===== src/rtl/sr_word_capture.sv =====
// Frames the upstream shift register's parallel output into WIDTH-bit words and queues them
// in a small FIFO drained over valid/ready. Alignment and overflow errors are sticky flags.
module sr_word_capture #(
    parameter int WIDTH = 4,
    parameter int DEPTH = 2
) (
    input  logic                     clk,
    input  logic                     reset,
    input  logic                     enable,
    input  logic                     frame_sync,
    input  logic [WIDTH-1:0]         shift_word,
    input  logic                     clr_flags,
    output logic [WIDTH-1:0]         out_data,
    output logic                     out_valid,
    input  logic                     out_ready,
    output logic [$clog2(DEPTH):0]   fifo_level,
    output logic                     aligned,
    output logic                     overflow,
    output logic                     sync_err
);

    localparam int CW = $clog2(WIDTH + 1);
    localparam int PW = $clog2(DEPTH);
    localparam int LW = PW + 1;

    localparam logic [CW-1:0] CNT_ZERO = {CW{1'b0}};
    localparam logic [CW-1:0] CNT_ONE  = CW'(1);
    localparam logic [CW-1:0] CNT_FULL = CW'(WIDTH);
    localparam logic [PW-1:0] PTR_ONE  = PW'(1);
    localparam logic [LW-1:0] LVL_ZERO = {LW{1'b0}};
    localparam logic [LW-1:0] LVL_ONE  = LW'(1);
    localparam logic [LW-1:0] LVL_FULL = LW'(DEPTH);

    typedef enum logic [0:0] {
        ST_IDLE    = 1'b0,
        ST_ALIGNED = 1'b1
    } state_t;

    state_t            state_q, state_d;
    logic [CW-1:0]     cnt_q, cnt_d;
    logic [WIDTH-1:0]  mem_q [DEPTH];
    logic [WIDTH-1:0]  mem_d [DEPTH];
    logic [PW-1:0]     wr_ptr_q, wr_ptr_d;
    logic [PW-1:0]     rd_ptr_q, rd_ptr_d;
    logic [LW-1:0]     level_q, level_d;
    logic [WIDTH-1:0]  out_data_q, out_data_d;
    logic              out_valid_q, out_valid_d;
    logic              aligned_q, aligned_d;
    logic              overflow_q, overflow_d;
    logic              sync_err_q, sync_err_d;

    logic              push_s;
    logic              resync_s;
    logic              pop_s;
    logic              full_s;
    logic              wr_en_s;
    logic              drop_s;

    // Frame alignment: count shifted bits and decide when a word is complete.
    always_comb begin
        state_d  = state_q;
        cnt_d    = cnt_q;
        push_s   = 1'b0;
        resync_s = 1'b0;
        case (state_q)
            ST_IDLE: begin
                if (enable && frame_sync) begin
                    state_d = ST_ALIGNED;
                    cnt_d   = CNT_ONE;
                end else begin
                    cnt_d   = CNT_ZERO;
                end
            end
            ST_ALIGNED: begin
                if (!enable) begin
                    state_d = ST_IDLE;
                    cnt_d   = CNT_ZERO;
                end else if (cnt_q == CNT_FULL) begin
                    // The cycle that completes a word also carries the next frame's first bit.
                    push_s  = 1'b1;
                    cnt_d   = CNT_ONE;
                end else if (frame_sync) begin
                    resync_s = 1'b1;
                    cnt_d    = CNT_ONE;
                end else begin
                    cnt_d   = cnt_q + CNT_ONE;
                end
            end
            default: begin
                state_d = ST_IDLE;
                cnt_d   = CNT_ZERO;
            end
        endcase
    end

    // Output FIFO bookkeeping, next head word and sticky flags.
    always_comb begin
        pop_s   = out_valid_q & out_ready;
        full_s  = (level_q == LVL_FULL);
        wr_en_s = push_s & (~full_s | pop_s);
        drop_s  = push_s & full_s & ~pop_s;

        mem_d = mem_q;
        if (wr_en_s) begin
            mem_d[wr_ptr_q] = shift_word;
        end else begin
            mem_d[wr_ptr_q] = mem_q[wr_ptr_q];
        end

        if (wr_en_s) begin
            wr_ptr_d = wr_ptr_q + PTR_ONE;
        end else begin
            wr_ptr_d = wr_ptr_q;
        end

        if (pop_s) begin
            rd_ptr_d = rd_ptr_q + PTR_ONE;
        end else begin
            rd_ptr_d = rd_ptr_q;
        end

        case ({wr_en_s, pop_s})
            2'b10:   level_d = level_q + LVL_ONE;
            2'b01:   level_d = level_q - LVL_ONE;
            default: level_d = level_q;
        endcase

        out_data_d  = mem_d[rd_ptr_d];
        out_valid_d = (level_d != LVL_ZERO);
        aligned_d   = (state_d == ST_ALIGNED);

        // A new error event wins over a clear in the same cycle.
        if (drop_s) begin
            overflow_d = 1'b1;
        end else if (clr_flags) begin
            overflow_d = 1'b0;
        end else begin
            overflow_d = overflow_q;
        end

        if (resync_s) begin
            sync_err_d = 1'b1;
        end else if (clr_flags) begin
            sync_err_d = 1'b0;
        end else begin
            sync_err_d = sync_err_q;
        end
    end

    // State, FIFO storage and registered outputs.
    always_ff @(posedge clk or negedge reset) begin
        if (!reset) begin
            state_q     <= ST_IDLE;
            cnt_q       <= CNT_ZERO;
            for (int i = 0; i < DEPTH; i++) begin
                mem_q[i] <= {WIDTH{1'b0}};
            end
            wr_ptr_q    <= {PW{1'b0}};
            rd_ptr_q    <= {PW{1'b0}};
            level_q     <= LVL_ZERO;
            out_data_q  <= {WIDTH{1'b0}};
            out_valid_q <= 1'b0;
            aligned_q   <= 1'b0;
            overflow_q  <= 1'b0;
            sync_err_q  <= 1'b0;
        end else begin
            state_q     <= state_d;
            cnt_q       <= cnt_d;
            mem_q       <= mem_d;
            wr_ptr_q    <= wr_ptr_d;
            rd_ptr_q    <= rd_ptr_d;
            level_q     <= level_d;
            out_data_q  <= out_data_d;
            out_valid_q <= out_valid_d;
            aligned_q   <= aligned_d;
            overflow_q  <= overflow_d;
            sync_err_q  <= sync_err_d;
        end
    end

    assign out_data   = out_data_q;
    assign out_valid  = out_valid_q;
    assign fifo_level = level_q;
    assign aligned    = aligned_q;
    assign overflow   = overflow_q;
    assign sync_err   = sync_err_q;

endmodule


===== config.mk =====
export PLATFORM = sky130hd
export DESIGN_NAME = sr_word_capture
export DESIGN_NICKNAME = d
export VERILOG_FILES = /design/src/rtl/sr_word_capture.sv
export SDC_FILE = /design/constraint.sdc
export NUM_CORES = 1
export LEC_CHECK = 0
export CAP_MARGIN = 20
export CORE_MARGIN = 1
export CORE_UTILIZATION = 54
export DETAILED_ROUTE_END_ITERATION = 10
export GPL_TIMING_DRIVEN = 1
export PLACE_DENSITY = 0.82
export RECOVER_POWER = 25
export SYNTH_ARGS = -nofsm -noshare
export SYNTH_HDL_FRONTEND = slang
export SYNTH_SLANG_ARGS = --single-unit

===== constraint.sdc =====
create_clock -name clk -period 6.3 [get_ports clk]
set_input_delay 0.63 -clock clk [delete_from_list [all_inputs] [get_ports clk]]
set_output_delay 0.63 -clock clk [all_outputs]
set_load 0.01 [all_outputs]

Word-level counts from Yosys, hierarchy flattened:

Cells that the tools add are included.

* flip-flop bits (word level): 23
* logic and storage cells: 69

* add/subtract/negate cells: 5
* $lt $le $gt $ge: 3
* eq/ne operators: 4
* muxes and demuxes: 31
* bitwise gates (word level): 10
* reductions and logical operators: 5

Operator list (count)
* two-way mux 4 bit: 7
* bitwise mux 8 bit: 2
* two-way mux 1 bit: 14
* two-way mux 3 bit: 3
* two-way mux 8 bit: 1
* case mux 3 bit (2 select lines): 1
* nonzero test 2 bit: 3
* AND 1 bit: 4
* demux 4 bit (select 1 bit): 1
* equality test 2 bit (second input constant): 2
* >= comparator 2 bit (second input constant): 2
* inverter 1 -> 2 bit: 2
* case mux 2 bit (2 select lines): 1
* adder 3 x 1 -> 3 bit (second input constant): 1
* equality test 3 bit (second input constant): 1
* inverter 1 bit: 3
* adder 1 bit (second input constant): 2
* adder 2 x 1 -> 2 bit (second input constant): 1
* equality test 2 x 1 -> 1 bit (second input constant): 1
* logical AND 1 bit: 2
* < comparator 2 x 1 -> 1 bit (second input constant): 1
* case mux 1 bit (2 select lines): 1
* subtractor 2 x 1 -> 2 bit (second input constant): 1
* bitwise OR 1 bit: 1

Longest topological paths before layout:

Gate-level depths: netlist of run 1.

* depth in word-level cells: 10
* depth in mapped cells: 10

Worst setup path after synthesis of run 1:

No wires, ideal clock.

* path type: reg2reg
* start point: register cnt_q[0]
* end point: register out_valid_q, in the netlist out_valid
* setup time: 127 ps
* arrival time: 1908 ps
* required time: 6173 ps
* slack: 4264 ps
* cell stages (with the launch flop): 11
* period minus slack after synthesis: 2036 ps
* cells stage by stage: dfrtp_1 -> inv_1 -> ha_1 -> nand4_2 -> a21oi_1 -> inv_1 -> ha_1 -> xnor2_1 -> nor2_1 -> xor2_1 -> or2_2

* cells in the longest elaborated chain, start to end: 8
* elaborated cells between the ends (all ways): 9

RTL lines
* from (decl): line 40 `logic [CW-1:0] cnt_q, cnt_d;`
* from (signal assigned): line 168 `cnt_q <= cnt_d;`
* equality test 3 bit (*): line 78 `end else if (cnt_q == CNT_FULL) begin`
* two-way mux 1 bit (*): line 78
* two-way mux 1 bit (*): line 75 `if (!enable) begin`
* two-way mux 1 bit (*): line 65 `case (state_q)`
* AND 1 bit (*): line 100 `wr_en_s = push_s & (~full_s | pop_s);`
* equality test 2 x 1 -> 1 bit / equality test 2 bit (equally long branches): line 122 `case ({wr_en_s, pop_s})`
* case mux 2 bit (2 select lines) (*): line 122
* net level_d[1]: line 45 `logic [LW-1:0] level_q, level_d;`
* nonzero test 2 bit (*): line 129 `out_valid_d = (level_d != LVL_ZERO);`
* net out_valid_d: line 47 `logic out_valid_q, out_valid_d;`
* to (signal assigned): line 174 `out_valid_q <= out_valid_d;`
* to (decl): line 47

Mark *: on every way through the listed nets, which the timed path passes. The rest lies on a longest branch.
A chain may end at the register's enable or synchronous reset.

Final worst setup path of run 1:

* start point: input enable
* end point: register out_valid_q, in the netlist out_valid

* cells in the longest elaborated chain, start to end: 6
* elaborated cells between the ends (all ways): 7

RTL lines
* from (decl): line 9 `input logic enable,`
* two-way mux 1 bit (*): line 75
* two-way mux 1 bit (*): line 65
* AND 1 bit (*): line 100
* equality test 2 x 1 -> 1 bit / equality test 2 bit (equally long branches): line 122
* case mux 2 bit (2 select lines) (*): line 122
* net level_d[1]: line 45
* nonzero test 2 bit (*): line 129
* net out_valid_d: line 47

Marked as above.

==> metrics.md, run 1 <==
| Metric | Value |
|---|---|
| Outcome | completed |
| Synth Area per Inst | 12.5 µm² |
| Clock power share | between 10% and 20% |
| Row cnt | 16 |
| Worst EP arrival | roughly 2600 ps |
| Mux cell area share after synthesis | 12.8% |
| Final hold vios | 0 |
| Largest net degree at the start of global routing | 24 |
| Initial Util | approximately 57% |
| Post-CTS sizing | 0 |
| Complex-gate fraction of the synthesized area | roughly 16% |
| Crit end category | register |
| Commonest non-fill, non-tap cell in the layout | dfrtp_1 |
| Unrepaired setup endpoints after global routing | false |
| Max-slew violations | 0 |
| Fin crit share | between 30% and 40% |
| P_int | about 250 µW |
| Skew final | ~2.8 ps |
| Initial antenna violation count | 0 |
| Worst-Skew Late Latency | ~300 ps |
| H-tree depth | 1 |
| Fin cells | 140 |
| All-Layer GR Usage | about 21% |
| Clk slew on worst S/H paths | about 120 ps |
| Distinct cells, synth | 30 |
| Hold Buf Count CTS | 0 |
| Final nets | about 130 |
| Io pins | 20 |
| CTS sink cnt | 23 |
| Min-delay worst type | reg -> reg |
| Routed via count | approximately 790 |
| Max Cap Viol | 0 |
| IO buf count | 19 |
| Cells after Synth | just under 90 |
| Sequential area share after synthesis | about 52% |
| 1st-iter DRT viols | 15 |
| Drt pass-1 iters | 4 |
| Core area | a little under 2000 µm² |
| Sequential power share | between 40% and 50% |
| Number of global-route vias before repair | 750 |
| Synth Area in Simple Gates | about 10% |
| GP Congestion | around 0.78 |
| Most frequent cells in the layout | dfrtp_1, clkdlybuf4s50_1, inv_1 |
| Seq cells post-synth | 23 |
| GRT overflow | 0 |
| P_sw | 117 µW |
| Adder-cell share of the synthesized area | between 3 and 4% |
| P_leak | ~0.60 nW |
| Mapped Area | about 1100 µm² |
| Slew @ Worst Pin | approximately 640 ps |
| N_diodes | 0 |
| CP Launch Type | input pin |
| Combinational group share of total power | approximately a third |
| Postcts setup bufs | 0 |
| Share of layout cells above drive strength 1 | between 15 and 20% |
| Setup TNS | 0 ps |
| Wire per inst | ~14 µm |
| Maximum clock path buffer count | 2 |
| Syn Nets | about 100 |
| First-pass GRT wire length | 3.15 mm |
| Worst EP required | between 6000 and 7000 ps |
| # setup viols final | 0 |
| Sw frac | roughly 32% |
| Max Fclk | ~0.41 GHz |
| Yosys warns | 0 |
| Max Fanout on Critical Path | 6 |
| Crit-path slowest cell | clkdlybuf4s50_1 |
| Post-Route WL | between 1.5 and 2 mm |
| Worst vdd ir | between 0.2 and 0.25 mV |
| Area delta synth->final | 22.8% |
| DIE WIDTH | ~47 µm |
| Kind of critical path | in -> reg |
| Post-synthesis xor/xnor area fraction | under 10% |
| Cell count after placement | roughly 140 |
| Antenna Nets Post-Route | 0 |
| Main combinational cell family by area after synthesis | compound AO/OA/AOI/OAI gates |
| DRC | 0 |
| CTS tree | done |
| Die Y-Extent | between 40 and 50 µm |
| Final Critical Period | roughly 2400 ps |
| Post-DP HPWL | roughly 1.4 mm |
| Clk root buf | clkbuf_4 |
| Total Die Area | roughly 2200 µm² |
| CTS Buf Count | 3 |
| Pwr dens | around 270 nW/µm² |
| Final Total Pwr | 364 µW |
| Critical-path cell list | clkdlybuf4s50_1 > nand4_2 > a21oi_1 > inv_1 > ha_1 > xnor2_1 > nor2_1 > xor2_1 > or2_2 |
| Vias/cell | 5.63 |
| Crit-path max cell delay | around 560 ps |
| Relative slew slack | 57.2% |
==> power groups by stage <==
stage          Combinational (mW)  Clock [mW]  Sequential (mW)
4_1_cts                     0.121      0.0686            0.178
3_5_place_dp                0.120           0            0.180
6_report                    0.121      0.0655            0.177
2_1_floorplan              0.0745           0            0.182
5_1_grt                     0.132      0.0732            0.180
3_3_place_gp                0.119           0            0.179
==> final timing paths <==
check	startpoint	cells after the start	slack, ps	endpoint
worst min register to register	mem_q[2]	1	510	mem_q[2]
worst min-delay path	mem_q[2]	1	510	mem_q[2]
worst max register to register	cnt_q[0]	10	4060	out_valid
worst max-delay path	enable	9	3890	out_valid
max in group asynchronous	reset	2	4630	mem_q[2]
min in group asynchronous	reset	1	730	overflow
==> sequential cells by signal, summed over array words and instances, names as in the netlist <==
register	count
fifo_level	2
out_data	4
sync_err	1
overflow	1
cnt_q	3
rd_ptr_q	1
aligned	1
out_valid	1
wr_ptr_q	1
mem_q	8
==> through the flow <==
stage	hold WS (ps)	utilization, %	area, µm²	setup WS (ps)
finish	508	70.4	1370	3890
global route	529	70.4	1370	3740
CTS	511	70.2	1360	3890
detailed placement	478	68.9	1340	3550
global placement	476	68.9	1340	3610
floorplan	334	-	1110	4260
==> cell families (layout without fill, tap and decap cells) <==
| kind of cell | count (synthesis) | count (layout) |
|---|---|---|
| multiplexers | 12 | 12 |
| flip-flops | 23 | 23 |
| AO/OA/AOI/OAI | 20 | 20 |
| AND/OR/NAND/NOR | 18 | 18 |
| XOR/XNOR | 4 | 4 |
| buffers and inverters | 9 | 33 |
| adder cells (fa/ha/maj) | 3 | 3 |
==> synth_stat cells <==
master | instances | area share (%)
mux2_4 | 3 | 4.0
nor3_1 | 3 | 1.3
inv_2 | 1 | 0.34
and3b_1 | 1 | 0.79
nor2_1 | 2 | 0.67
o32ai_1 | 1 | 0.79
nand2b_1 | 1 | 0.56
mux2i_1 | 3 | 2.7
a21oi_1 | 3 | 1.3
a2111o_1 | 1 | 1.0
nand4_1 | 1 | 0.56
dfrtp_1 | 23 | 52
nor2b_1 | 1 | 0.56
o21a_1 | 1 | 0.67
o221ai_1 | 7 | 5.5
nand4_2 | 1 | 1.1
mux2_2 | 6 | 6.1
inv_1 | 8 | 2.7
o211ai_4 | 1 | 1.9
nand2_1 | 5 | 1.7
xor2_1 | 1 | 0.79
or2_2 | 1 | 0.56
and2b_4 | 1 | 0.90
ha_1 | 3 | 3.4
a211oi_4 | 1 | 1.8
a21boi_0 | 1 | 0.67
xnor2_1 | 3 | 2.4
and4_4 | 1 | 1.0
o21ai_0 | 1 | 0.45
a22oi_1 | 3 | 2.0
==> layout make-up <==
type	count	area, µm²
Timing Repair Buffer	20	194
Multi-Input combinational cell	57	504
Inverter	9	33.8
Fill cell	167	574
Sequential cell	23	576
Tap cell	27	33.8
Clock buffer	4	26.3
==> worst max-delay path: cells and delay by family <==
kind | cells | cell delay (ps)
simple gates | 3 | 530
compound gates | 1 | 240
buf+inv | 2 | 700
xor+xnor | 2 | 270
fa+ha+maj | 1 | 230
==> layer usage <==
metal | share of wire, % | wire length [µm] | vias to the layer above | GRT usage (%)
met1 | 46 | 911 | 381 | 25.1
met2 | 49 | 962 | 24 | 35.3
met3 | 4.1 | 82 | 4 | 3.40
met5 | 0 | 0 | - | 0
met4 | 1.2 | 23 | 0 | 10.3
li1 | - | - | 379 | -
No activity file was read; power rests on OpenSTA's default activity.
==> run 2: changes to the inputs <==
- CORE_UTILIZATION: 54 -> 46
- PLACE_DENSITY: 0.82 -> 0.74
- clock period: 6.3 -> 2.1 ns (I/O delays scaled with it)
==> run 2 against run 1 <==
Against the previous run:
- global-route usage shrank 0.13 points
- sequential cell count unchanged
- sequential share of layout area shrank 2.3 points
==> metrics.md, run 2 (synthesis results as in run 1) <==
| Metric | Value |
|---|---|
| Outcome | completed |
| Vias/cell | 5.49 (-2.5%) |
| Crit-path slowest cell | dfrtp_1 |
| Pwr dens | 780 nW/µm² (+190%) |
| Final Total Pwr | 1.13 mW (+210%) |
| Uppermost routed layer | met4 |
| GP Congestion | 0.819 (+4.5%) |
| Skew final | 9.30 ps (+6.51 ps) |
| Min-delay worst type | in -> reg |
| Largest net degree at the start of global routing | 24 (unchanged) |
| Final nets | 135 (+6.3%) |
| Final hold vios | 0 (unchanged) |
| CTS Buf Count | 3 (unchanged) |
| CTS tree | done |
| Crit end category | register |
| CTS sink cnt | 23 (unchanged) |
| IO buf count | 19 (unchanged) |
| Post-DP HPWL | 1.56 mm (+7.7%) |
| Max Fanout on Critical Path | 3 (-3) |
| N_diodes | 0 (unchanged) |
| Die Y-Extent | 51.2 µm (+8.0%) |
| Initial Util | 49.4% (-8.0 points) |
| Worst-Skew Late Latency | 310 ps (about the same) |
| Slew @ Worst Pin | 1190 ps (+548 ps) |
| Final Instance Area | 1450 µm² (+5.9%) |
| Total Die Area | 2620 µm² (+17%) |
| Area delta synth->final | 30.0% |
| Worst EP arrival | 2180 ps (-430 ps) |
| Fin crit share | 93.9% |
| DRC | 0 (unchanged) |
| Most frequent cells in the layout | dfrtp_1, clkdlybuf4s50_1, buf_4 |
| DIE WIDTH | 51.2 µm (+8.0%) |
| H-tree depth | 1 (unchanged) |
| Worst EP required | 2310 ps (-4190 ps) |
| Number of global-route vias before repair | 827 (+10%) |
| Wire per inst | 14.3 µm (+1.2%) |
| Post-DP Area | 1400 µm² (+4.6%) |
| GRT overflow | 0 (unchanged) |
| Share of layout cells above drive strength 1 | 27.3% (+10 points) |
| Antenna Nets Post-Route | 0 (unchanged) |
| Met2 routed WL | 958 µm (-0.42%) |
| All-Layer GR Usage | 20.5% (-0.13 points) |
| Maximum clock path buffer count | 2 (unchanged) |
| Reg with most FFs | mem_q |
| 1st-iter DRT viols | 9 (-6) |
| Routed wl met3 | 111 µm (+35%) |
| CP Launch Type | register |
| Setup TNS | 0 ps (unchanged) |
| Clk root buf | clkbuf_4 |
| Row cnt | 17 (+1) |
| Critical path's most frequent cell | inv_2 |
| Final Critical Period | approximately 2000 ps |
| Max Fclk | roughly 0.51 GHz |
| Io pins | 20 (unchanged) |
| Fillers | 198 (+19%) |
| # setup viols final | 0 (unchanged) |
| First-pass GRT wire length | 3.82 mm (+21%) |
| Crit-path max cell delay | 430 ps (-130 ps) |
| Initial antenna violation count | 0 (unchanged) |
| Routed via count | 818 (+3.8%) |
| Clk slew on worst S/H paths | 130 ps (about the same) |
| Drt pass-1 iters | 4 (unchanged) |
| Worst vdd ir | 0.706 mV (+220%) |
| Post-Route WL | 2.13 mm (+7.7%) |
| Critical-path cell list | inv_2 > ha_4 > nand4_2 > a21oi_2 > inv_2 > ha_1 > xnor2_1 > nor2_2 > xor2_1 > or2_2 |
| Max reg flops | 8 (unchanged) |
| Wire length on met1 | 1.03 mm (+13%) |
| Commonest non-fill, non-tap cell in the layout | dfrtp_1 |
| Relative slew slack | 20.6% (-37 points) |
| P_leak | 0.642 nW (+6.3%) |
| Max-slew violations | 0 (unchanged) |
| Kind of critical path | reg -> reg |
| Max Cap Viol | 0 (unchanged) |
| Core area | 2250 µm² (+16%) |
run 2: changes by cell type in the layout (fill, tap and decap cells not counted), sizes merged:
cell and change:
clkdlybuf4s50 +1, buf +8, dlygate4sd3 -1
run 2: final timing paths:
kind	startpoint	endpoint	slack, ps	depth (start not counted)
max	cnt_q[0]	out_valid	130	10
min	clr_flags	overflow	460	2
max reg2reg	cnt_q[0]	out_valid	130	10
min reg2reg	mem_q[6]	mem_q[6]	520	1
max in group asynchronous	reset	mem_q[5]	750	2
min in group asynchronous	reset	cnt_q[0]	640	2
run 2: timing repair:
action,in CTS,in global routing
gates resized for setup,0,7
buffers inserted,0,1
endpoints found under the setup margin,0,1
hold buffers,0,0
run 2: area by class of cell:
type	count	area, µm²	share of cell area, %
clock buffer	4	26.3	1.82
inverter	9	33.8	2.33
multi-input combinational	57	523	36.1
sequential	23	576	39.8
tap	28	35.0	2.42
timing repair buffer	28	254	17.5
run 2: metal layers:
metal | GRT usage (%) | vias up
met5 | 0 | -
met4 | 11.6 | 0
met3 | 3.87 | 6
met2 | 30.3 | 26
met1 | 28.1 | 393
li1 | - | 393
run 2: power by group:
group	leakage [nW]	internal (mW)	switching [mW]	total [mW]
clock network	0.0150	0.0743	0.133	0.207
logic	0.324	0.192	0.202	0.394
registers	0.303	0.487	0.0414	0.528
total	0.642	0.753	0.376	1.13
run 2: critical path, delay by kind of cell, from the launching register on:
kind	cells	cell delay, ps
xor+xnor	2	330
flops	1	430
buf+inv	2	130
simple gates	3	440
fa+ha+maj	2	350
compound gates	1	180
run 2: metrics by stage:
step | util (%) | instances | hold WS, ps | worst slack (ps)
finish | 64.2 | 149 | 460 | 128
global route | 64.2 | 149 | 473 | -8.86
CTS | 63.2 | 148 | 246 | 46.0
detailed placement | 62.0 | 144 | 492 | 38.7
global placement | 62.0 | 144 | 476 | 58.7
floorplan | - | 89 | -85.6 | 64.3
